**config.mk**
```make
export PLATFORM = sky130hd
export DESIGN_NAME = pwm_decoder
export DESIGN_NICKNAME = d
export VERILOG_FILES = /design/src/rtl/synth_pkg.sv /design/src/rtl/edge_sync.sv /design/src/rtl/pwm_decoder.sv
export SDC_FILE = /design/constraint.sdc
export NUM_CORES = 1
export LEC_CHECK = 0
export ABC_CLOCK_PERIOD_IN_PS = 2600
export BUFFER_PORTS_ARGS = -buffer_cell sky130_fd_sc_hd__buf_2
export CAP_MARGIN = 30
export CELL_PAD_IN_SITES_DETAIL_PLACEMENT = 0
export CELL_PAD_IN_SITES_GLOBAL_PLACEMENT = 2
export CORE_MARGIN = 2
export CORE_UTILIZATION = 38
export DETAILED_ROUTE_END_ITERATION = 16
export PLACE_DENSITY = 0.74
export SLEW_MARGIN = 10
export SYNTH_ARGS = -nofsm -noshare
export SYNTH_HDL_FRONTEND = slang
export SYNTH_HIERARCHICAL = 1
export SYNTH_SLANG_ARGS = --single-unit
```
**constraint.sdc**
```tcl
create_clock -name clk -period 2.6 [get_ports clk]
set_input_delay 0 -clock clk [delete_from_list [all_inputs] [get_ports clk]]
set_output_delay 0 -clock clk [all_outputs]
set_load 0.02 [all_outputs]
```
**src/rtl/synth_pkg.sv**
```systemverilog
`default_nettype none
// +--------------------------------------------------------------------------+
// | Package : synth_pkg                                                      |
// | Purpose : Shared types and constants for the synth PWM output stage and  |
// |           its receive-side decoder (pwm_decoder / edge_sync).            |
// | Contents: PWM_PERIOD, PWM_TIMEOUT, SAMPLE_W, PWM_CNT_W constants,        |
// |           pwm_dec_state_t decoder state type, maj3() majority helper.    |
// | Rev     : 1.0  initial release                                           |
// +--------------------------------------------------------------------------+
package synth_pkg;

   // PWM frame length in clk cycles (2**SAMPLE_W).
   localparam int PWM_PERIOD  = 256;
   // Cycles without a rising edge before a constant-level frame is declared.
   localparam int PWM_TIMEOUT = 512;
   // Sample width carried by one PWM frame.
   localparam int SAMPLE_W    = 8;
   // Frame-length counter width; must hold PWM_TIMEOUT.
   localparam int PWM_CNT_W   = 10;

   typedef enum logic [1:0] {
      IDLE    = 2'd0,
      MEASURE = 2'd1,
      STUCK   = 2'd2
   } pwm_dec_state_t;

   // Three-input majority vote.
   function automatic logic maj3(input logic a, input logic b, input logic c);
      return (a & b) | (a & c) | (b & c);
   endfunction

endpackage : synth_pkg
`default_nettype wire

```
**src/rtl/edge_sync.sv**
```systemverilog
`default_nettype none
// +--------------------------------------------------------------------------+
// | Module  : edge_sync                                                      |
// | Purpose : Brings an asynchronous 1-bit input into the clk domain and     |
// |           produces a clean level plus a one-cycle rising-edge strobe.    |
// |           Reusable for keypad and other slow external inputs.           |
// | Macro   : PWM_DEC_GLITCH_FILTER_EN - when defined, a 3-sample majority   |
// |           filter follows the synchronizer; 1-cycle pulses are rejected  |
// |           and latency grows by two cycles.                               |
// | Ports   : clk     - system clock                                         |
// |           n_rst   - asynchronous active-low reset                        |
// |           d_i     - asynchronous input                                   |
// |           level_o - synchronized (filtered) level, aligned with rise_o   |
// |           rise_o  - one-cycle pulse on a 0->1 transition of level        |
// | Rev     : 1.0  initial release                                           |
// +--------------------------------------------------------------------------+
module edge_sync
   import synth_pkg::*;
(
   input  logic clk,
   input  logic n_rst,
   input  logic d_i,
   output logic level_o,
   output logic rise_o
);

   logic sync1_q;
   logic sync2_q;
   logic prev_q;
   logic rise_q;
   logic w_src;

   // Two-flop synchronizer.
   always_ff @(posedge clk or negedge n_rst) begin
      if (!n_rst) begin
         sync1_q <= 1'b0;
         sync2_q <= 1'b0;
      end else begin
         sync1_q <= d_i;
         sync2_q <= sync1_q;
      end
   end

`ifdef PWM_DEC_GLITCH_FILTER_EN
   logic hist1_q;
   logic hist2_q;
   logic filt_q;

   // Majority over the current and two previous synchronized samples; a
   // single-cycle pulse can never win the vote.
   always_ff @(posedge clk or negedge n_rst) begin
      if (!n_rst) begin
         hist1_q <= 1'b0;
         hist2_q <= 1'b0;
         filt_q  <= 1'b0;
      end else begin
         hist1_q <= sync2_q;
         hist2_q <= hist1_q;
         filt_q  <= maj3(sync2_q, hist1_q, hist2_q);
      end
   end

   assign w_src = filt_q;
`else
   assign w_src = sync2_q;
`endif

   // The edge strobe is registered; prev_q is exported as the level so that
   // level_o and rise_o describe the same sample.
   always_ff @(posedge clk or negedge n_rst) begin
      if (!n_rst) begin
         prev_q <= 1'b0;
         rise_q <= 1'b0;
      end else begin
         prev_q <= w_src;
         rise_q <= w_src & ~prev_q;
      end
   end

   assign level_o = prev_q;
   assign rise_o  = rise_q;

endmodule : edge_sync
`default_nettype wire

```
**src/rtl/pwm_decoder.sv**
```systemverilog
`default_nettype none
// +--------------------------------------------------------------------------+
// | Module  : pwm_decoder                                                    |
// | Purpose : Recovers a WIDTH-bit sample from a fixed-period PWM stream     |
// |           (pin high for `sample` cycles, then low, every PERIOD cycles). |
// |           Constant-level inputs are reported after TIMEOUT cycles and    |
// |           then re-reported once per PERIOD.                              |
// | Macro   : PWM_DEC_GLITCH_FILTER_EN - enables the majority glitch filter  |
// |           inside edge_sync (edge-to-valid latency 6 clk instead of 4).   |
// | Ports   : clk          - system clock                                    |
// |           n_rst        - asynchronous active-low reset                   |
// |           en           - enable; low holds sample_o, clears measurement  |
// |           pwm_i        - PWM stream, asynchronous to clk                 |
// |           sample_o     - last recovered sample                           |
// |           valid_o      - one-cycle pulse when sample_o updates           |
// |           period_err_o - one-cycle pulse when a frame is not PERIOD long |
// | Rev     : 1.0  initial release                                           |
// +--------------------------------------------------------------------------+
module pwm_decoder
   import synth_pkg::*;
#(
   parameter int PERIOD  = PWM_PERIOD,
   parameter int WIDTH   = SAMPLE_W,
   parameter int TIMEOUT = PWM_TIMEOUT
) (
   input  logic             clk,
   input  logic             n_rst,
   input  logic             en,
   input  logic             pwm_i,
   output logic [WIDTH-1:0] sample_o,
   output logic             valid_o,
   output logic             period_err_o
);

   localparam int CNT_W = PWM_CNT_W;
   localparam int HI_W  = WIDTH + 1;

   localparam logic [CNT_W-1:0] C_CNT_PERIOD  = CNT_W'(PERIOD);
   localparam logic [CNT_W-1:0] C_CNT_TIMEOUT = CNT_W'(TIMEOUT);
   localparam logic [CNT_W-1:0] C_CNT_ONE     = CNT_W'(1);
   localparam logic [HI_W-1:0]  C_HI_PERIOD   = HI_W'(PERIOD);
   localparam logic [HI_W-1:0]  C_HI_ONE      = HI_W'(1);

   logic             w_pwm_s;
   logic             w_rise;
   logic [WIDTH-1:0] w_sat_sample;
   logic [WIDTH-1:0] w_const_sample;

   pwm_dec_state_t   state_q,      state_d;
   logic [CNT_W-1:0] period_cnt_q, period_cnt_d;
   logic [HI_W-1:0]  high_cnt_q,   high_cnt_d;
   logic [WIDTH-1:0] sample_q,     sample_d;
   logic             valid_q,      valid_d;
   logic             perr_q,       perr_d;
   logic             en_prev_q;

   edge_sync u_edge_sync (
      .clk     (clk),
      .n_rst   (n_rst),
      .d_i     (pwm_i),
      .level_o (w_pwm_s),
      .rise_o  (w_rise)
   );

   // high_cnt saturates at PERIOD, so its MSB is set only for a full-high
   // count, which clamps to all-ones.
   assign w_sat_sample   = high_cnt_q[WIDTH] ? {WIDTH{1'b1}} : high_cnt_q[WIDTH-1:0];
   assign w_const_sample = {WIDTH{w_pwm_s}};

   always_ff @(posedge clk or negedge n_rst) begin
      if (!n_rst) begin
         state_q      <= IDLE;
         period_cnt_q <= '0;
         high_cnt_q   <= '0;
         sample_q     <= '0;
         valid_q      <= 1'b0;
         perr_q       <= 1'b0;
         en_prev_q    <= 1'b0;
      end else begin
         state_q      <= state_d;
         period_cnt_q <= period_cnt_d;
         high_cnt_q   <= high_cnt_d;
         sample_q     <= sample_d;
         valid_q      <= valid_d;
         perr_q       <= perr_d;
         en_prev_q    <= en;
      end
   end

   always_comb begin
      state_d      = state_q;
      period_cnt_d = period_cnt_q;
      high_cnt_d   = high_cnt_q;
      sample_d     = sample_q;
      valid_d      = 1'b0;
      perr_d       = 1'b0;

      if (!en) begin
         state_d      = IDLE;
         period_cnt_d = '0;
         high_cnt_d   = '0;
      end else begin
         unique case (state_q)
            IDLE: begin
               // An edge coinciding with en rising is not trusted as a
               // frame start.
               if (w_rise && en_prev_q) begin
                  period_cnt_d = C_CNT_ONE;
                  high_cnt_d   = C_HI_ONE;
                  state_d      = MEASURE;
               end
            end

            MEASURE: begin
               // A rise has priority over a simultaneous timeout.
               if (w_rise) begin
                  if (period_cnt_q == C_CNT_PERIOD) begin
                     sample_d = w_sat_sample;
                     valid_d  = 1'b1;
                  end else begin
                     perr_d   = 1'b1;
                  end
                  period_cnt_d = C_CNT_ONE;
                  high_cnt_d   = C_HI_ONE;
               end else if (period_cnt_q == C_CNT_TIMEOUT) begin
                  sample_d     = w_const_sample;
                  valid_d      = 1'b1;
                  // Restart the count so the constant is re-emitted every
                  // PERIOD cycles from here.
                  period_cnt_d = C_CNT_ONE;
                  high_cnt_d   = '0;
                  state_d      = STUCK;
               end else begin
                  if (period_cnt_q != C_CNT_TIMEOUT) begin
                     period_cnt_d = period_cnt_q + C_CNT_ONE;
                  end
                  if (w_pwm_s && (high_cnt_q != C_HI_PERIOD)) begin
                     high_cnt_d = high_cnt_q + C_HI_ONE;
                  end
               end
            end

            STUCK: begin
               if (w_rise) begin
                  period_cnt_d = C_CNT_ONE;
                  high_cnt_d   = C_HI_ONE;
                  state_d      = MEASURE;
               end else if (period_cnt_q == C_CNT_PERIOD) begin
                  valid_d      = 1'b1;
                  period_cnt_d = C_CNT_ONE;
               end else begin
                  period_cnt_d = period_cnt_q + C_CNT_ONE;
               end
            end

            default: begin
               state_d      = IDLE;
               period_cnt_d = '0;
               high_cnt_d   = '0;
            end
         endcase
      end
   end

   assign sample_o     = sample_q;
   assign valid_o      = valid_q;
   assign period_err_o = perr_q;

endmodule : pwm_decoder
`default_nettype wire
```
Word-level counts from Yosys, hierarchy flattened
Cells that the tools add are included.
Widths: inputs -> output; s select.
{"block": "totals", "reg_bits": 36, "wordCells": 71, "input_bits": 4}
{"block": "classes", "n_addsub": 2, "bitwise_logic": 2, "n_eq_ne": 13, "muxes": 35, "reduce_logical": 8}
{"cell": "$mux 10", "n": 7}
{"cell": "$mux 9", "n": 6}
{"cell": "$mux 8", "n": 4}
{"cell": "$pmux 10 s3", "n": 1}
{"cell": "$pmux 9 s3", "n": 1}
{"cell": "$add 10x1->10 const B", "n": 1}
{"cell": "$eq 10x10->1 const B", "n": 1}
{"cell": "$eq 10x9->1 const B", "n": 1}
{"cell": "$mux 2", "n": 5}
{"cell": "$ne 10x10->1 const B", "n": 1}
{"cell": "$ne 5x4->1 const B", "n": 2}
{"cell": "$add 9x1->9 const B", "n": 1}
{"cell": "$mux 1", "n": 9}
{"cell": "$ne 3x3->1 const B", "n": 3}
{"cell": "$ne 9x9->1 const B", "n": 1}
{"cell": "$reduce_and 4->1", "n": 2}
{"cell": "$pmux 2 s3", "n": 1}
{"cell": "$ne 3x2->1 const B", "n": 1}
{"cell": "$reduce_and 3->1", "n": 1}
{"cell": "$eq 2x1->1 const B", "n": 1}
{"cell": "$eq 2x2->1 const B", "n": 1}
{"cell": "$logic_and 1x1->1", "n": 2}
{"cell": "$logic_not 2->1", "n": 1}
{"cell": "$ne 2x2->1 const B", "n": 1}
{"cell": "5 further kinds", "n": 5}

Depth between registers and ports, before layout
{"block": "depth", "word_depth": 7, "ltp_mapped": 8, "depth_no_buf": 7}

Cells and area by module
The synthesis kept the hierarchy.
{"module": "pwm_decoder", "cells_each": 216, "instances": 1, "area_each_um2": 1996.9}
{"module": "edge_sync", "cells_each": 5, "instances": 1, "area_each_um2": 113.9}

Worst setup path after synthesis
Ideal clock, no wire load.
{"block": "synth_path", "path_kind": "register to register", "from": "register state_q[0]", "to": "register period_cnt_q[3]", "stages_incl_launch_ff": 8, "t_required_ns": 2.513, "arrival_time_ns": 1.757, "path_slack_ns": 0.757, "setup_time_ns": 0.087, "n_path_buf": 1, "path_cell_list": "dfrtp_1 > ha_1 > clkbuf_1 > nand2b_1 > nor3b_1 > a21oi_4 > and2_4 > a211oi_2"}
{"block": "synth_via", "elab_chain_len": 3, "word_cells_on_any_way": 8, "cone_classes": "4 x eq/ne; 2 x mux; 2 x reduce/logical"}
{"item": "from (decl)", "line": "pwm_decoder.sv:49", "source": "pwm_dec_state_t state_q, state_d;"}
{"item": "from (signal assigned)", "line": "pwm_decoder.sv:80", "source": "state_q <= state_d;"}
{"item": "$eq 2x1->1, or another cell as far along", "line": "pwm_decoder.sv:103", "source": "unique case (state_q)"}
{"item": "$ne 5x4->1 (no source line), or another cell as far along"}
{"item": "$reduce_and 2->1 (no source line) or $mux 10 (tied branches)"}
{"item": "to (signal assigned)", "line": "pwm_decoder.sv:81", "source": "period_cnt_q <= period_cnt_d;"}
{"item": "to (decl)", "line": "pwm_decoder.sv:50", "source": "logic [CNT_W-1:0] period_cnt_q, period_cnt_d;"}
Parallel ways exist; a longest one is shown, timed or not.
A chain may end at the register's enable or synchronous reset.

Final worst setup path
{"block": "layout_path", "from": "register period_cnt_q[0]", "to": "register high_cnt_q[2]"}
{"block": "layout_via", "elab_chain_len": 5, "word_cells_on_any_way": 7, "cone_classes": "2 x eq/ne; 4 x mux; 1 x reduce/logical"}
{"item": "$eq 10x10->1 *", "line": "pwm_decoder.sv:125", "source": "end else if (period_cnt_q == C_CNT_TIMEOUT) begin"}
{"item": "$mux 9", "line": "pwm_decoder.sv:125"}
{"item": "$mux 9", "line": "pwm_decoder.sv:116", "source": "if (w_rise) begin"}
{"item": "$pmux 9 s3", "line": "pwm_decoder.sv:103"}
{"item": "$mux 9", "line": "pwm_decoder.sv:98", "source": "if (!en) begin"}
{"item": "to (signal assigned)", "line": "pwm_decoder.sv:82", "source": "high_cnt_q <= high_cnt_d;"}
{"item": "to (decl)", "line": "pwm_decoder.sv:51", "source": "logic [HI_W-1:0] high_cnt_q, high_cnt_d;"}
Every way passes the cells marked *; elsewhere a longest branch is shown, timed or not.

==> impl_metrics.py <==
metrics = {
    "cts": {
        "cts_buffers": 5,
        "cts_max_level": 2,
        "cts_tree": "done",
        "ctsResizeCount": 0,
        "root_buffer": "clkbuf_8",
        "cts.clk_slew.worst_paths_ps": 70,
        "cts_buffer_depth": 2,
        "clock_sinks": 36,
        "clk_latency_ps": 290,
    },
    "drt": {
        "ant_nets": 0,
        "viasPerCell": 5.49,
        "wire_per_inst_um": 15.3,
        "first_pass_iters": 4,
        "wirelength_mm": 4.72,
        "drtIter0Drc": 129,
        "via_count": 1696,
        "post-route-drc-count": 0,
    },
    "cells_and_area": {
        "utilization_pct": 43.8,
        "diodes": 0,
        "area_delta_synth_final_pct": 12.9,
        "finalNetCount": 248,
        "multi_input_area_mm2": 0.00113,
        "nFillCells": 536,
        "regArea_um2": 901,
        "drive_above_1_share_pct": 16.9,
    },
    "setup_path": {
        "worstSetupPathType": "register to register",
        "path_delay_family": "simple AND/OR/NAND/NOR gates",
        "r2r_cells": 7,
        "cp.arrival_ps": 2300,
        "crit_start": "period_cnt_q[0]$_DFFE_PN0N_",
        "cp-start-kind": "register",
        "critPathBufInv": 1,
        "cp_slowest_cell": "dfrtp_1",
        "max_stage_delay_ps": 440,
        "r2r_slack_ps": 480,
        "timing.rr.start": "period_cnt_q[0]$_DFFE_PN0N_",
        "cp-end-kind": "register",
        "cp_cell_sequence": "inv_1, ha_1, nor3b_1, a31o_2, or2_1, nand2_1, a22o_1",
        "critPathRequiredTime_ps": 2770,
        "crit_fanout": 8,
        "r2r-end": "high_cnt_q[2]$_DFFE_PN0P_",
    },
    "sta": {
        "rsz0062_at_grt": "no",
        "worst_pin_slew_ps": 804,
        "hold_viol": 0,
        "finalCriticalPeriod_ps": 2120,
        "finalSetupViolations": 0,
        "fin_crit_sh_pct": 81.7,
        "finalClockSkew_ps": 4.55,
        "fmax_mhz": 471,
        "max-slew-margin-rel_pct": 46.4,
        "tns_ps": 0,
        "drv_slew": 0,
    },
    "yosys": {
        "synth_top_area_share_pct": 42.7,
        "synth.most_common_cell": "dfrtp_1",
        "synthFlopType": "dfrtp_1",
        "ys_top_cells_by_count": "dfrtp_1, nand2_1, o21ai_1, inv_1, o21ai_0",
        "synth_edf_count": 0,
        "netlist_instances": 221,
        "ys_seq_area_share_pct": 42.7,
        "yosys_warnings": 6,
        "synthTopCellsByArea": "dfrtp_1, ha_1, nand2_1",
        "yosysTopAreaCell": "dfrtp_1",
        "ys_async_sr_fraction_pct": 100,
        "ys_seq_elements": 36,
        "synth_area_mm2": 0.00211,
        "synth_nets": 233,
        "ys_types": 61,
        "avgSynthCellArea_um2": 9.55,
    },
    "min_path": {
        "hold_class": "input pin to asynchronous set/reset pin",
    },
    "pwr": {
        "pwr-share-comb_pct": 23.0,
        "seqPwrFrac_pct": 41.5,
        "swShare_pct": 31.0,
        "p_total_w": 0.00152,
        "clock_power_share_pct": 35.5,
        "p_int_w": 0.00105,
        "p_leak_nw": 1.06,
        "p_sw_w": 0.000472,
        "p_per_area_mw_per_mm2": 639,
        "peakVddDrop_mv": 0.233,
    },
    "floorplanning": {
        "start_util_pct": 38.8,
        "io_pins": 14,
        "die_h_um": 78.5,
        "dieArea_mm2": 0.00617,
        "std_cell_rows": 27,
        "die_x_um": 78.5,
        "core_mm2": 0.00544,
    },
    "global_routing": {
        "grt_pass1_wl_mm": 8.14,
        "grt_pass1_vias": 1653,
        "grt_antenna_before_repair": 0,
        "grt_use_total_pct": 16.7,
        "grt_start_max_net_pins": 37,
        "overflow": 0,
    },
    "place": {
        "portBuffers": 13,
        "place.gp.congestion": 0.781,
        "place_hpwl_mm": 3.52,
    },
    "outcome": {
        "status": "completed",
    },
    "job": {
        "max_cap_viol_count": 0,
    },
}
-- state kept, by name (all words and copies together), names as in the netlist --
signal	flops
en_prev_q	1
u_edge_sync/level_o	1
sample_o	8
u_edge_sync/sync1_q	1
u_edge_sync/rise_o	1
u_edge_sync/sync2_q	1
period_err_o	1
period_cnt_q	10
valid_o	1
high_cnt_q	9
state_q	2
-- stage by stage --
stage                     hold slack (ps)  worst slack (ps)  std cells  cell area, um^2
after detailed placement              109               520        298             2230
after global routing                  341               346        309             2380
after floorplan                      -296               757        221             2110
after global placement                113               579        298             2230
final                                 335               475        309             2380
after CTS                             337               505        309             2380
-- cell type report --
| class | instances | area share (%) |
|---|---|---|
| repair buffers | 16 | 3.99 |
| multi-input cells | 165 | 47.2 |
| clock buffers | 7 | 4.04 |
| clock inverters | 1 | 1.26 |
| flip-flops and latches | 36 | 37.8 |
| well taps | 72 | 3.78 |
| inverters | 12 | 1.89 |
-- layer usage --
metal / global-route usage, % / share of wire, % / up-vias
met5: 0 / 0 / -
met4: 4.74 / 1.0 / 0
met3: 3.10 / 3.0 / 5
met2: 27.6 / 47 / 25
met1: 22.2 / 49 / 821
li1: - / - / 845
-- worst max path at each step --
stage                                  endpoint  slack (ps)  depth (start not counted)
floorplan           period_cnt_q[3]$_DFFE_PN0N_         760                          7
global placement    period_cnt_q[6]$_DFFE_PN0N_         580                          7
detailed placement    high_cnt_q[2]$_DFFE_PN0P_         520                          7
CTS                   high_cnt_q[2]$_DFFE_PN0P_         500                          7
global route          high_cnt_q[2]$_DFFE_PN0P_         350                          7
finish                high_cnt_q[2]$_DFFE_PN0P_         480                          7
-- power groups by stage --
stage / Sequential [W] / Combinational, W / Clock (W)
global placement: 0.000640 / 0.000343 / 0
global route: 0.000638 / 0.000396 / 0.000575
floorplan: 0.000628 / 0.000264 / 0
CTS: 0.000631 / 0.000353 / 0.000551
detailed placement: 0.000642 / 0.000348 / 0
finish: 0.000632 / 0.000350 / 0.000541
-- logic make-up (layout without fill, tap and decap cells) --
| logic type | count (synthesis) | in the layout | synth area share, % |
|---|---|---|---|
| flip-flops | 36 | 36 | 42.7 |
| buffers and inverters | 20 | 36 | 3.97 |
| multiplexers | 1 | 1 | 0.474 |
| AO/OA/AOI/OAI | 69 | 69 | 22.8 |
| adder cells (fa/ha/maj) | 8 | 8 | 4.74 |
| AND/OR/NAND/NOR | 86 | 86 | 25.0 |
| XOR/XNOR | 1 | 1 | 0.415 |
-- cell usage in the layout (no fill, tap or decap), drive strengths merged, types with 2 or more instances in the layout --
master / count
a211oi: 2
a21boi: 2
a21o: 6
a21oi: 10
a22o: 4
a41oi: 2
and2: 3
and3: 5
buf: 13
clkbuf: 7
dfrtp: 36
dlygate4sd3: 3
ha: 8
inv: 12
nand2: 25
nand2b: 4
nand3: 4
nand4: 6
nand4b: 2
nor2: 10
nor2b: 2
nor3: 7
nor3b: 2
nor4: 3
nor4b: 5
o211ai: 2
o21ai: 27
o22ai: 3
o31ai: 2
or2: 3
-- timing repair --
item / 4_1_cts / 5_1_grt
hold buffers: 3 / 0
hold endpoints to repair: 38 / 0
buffers inserted: 0 / 0
(Power assumes the default switching activity.)
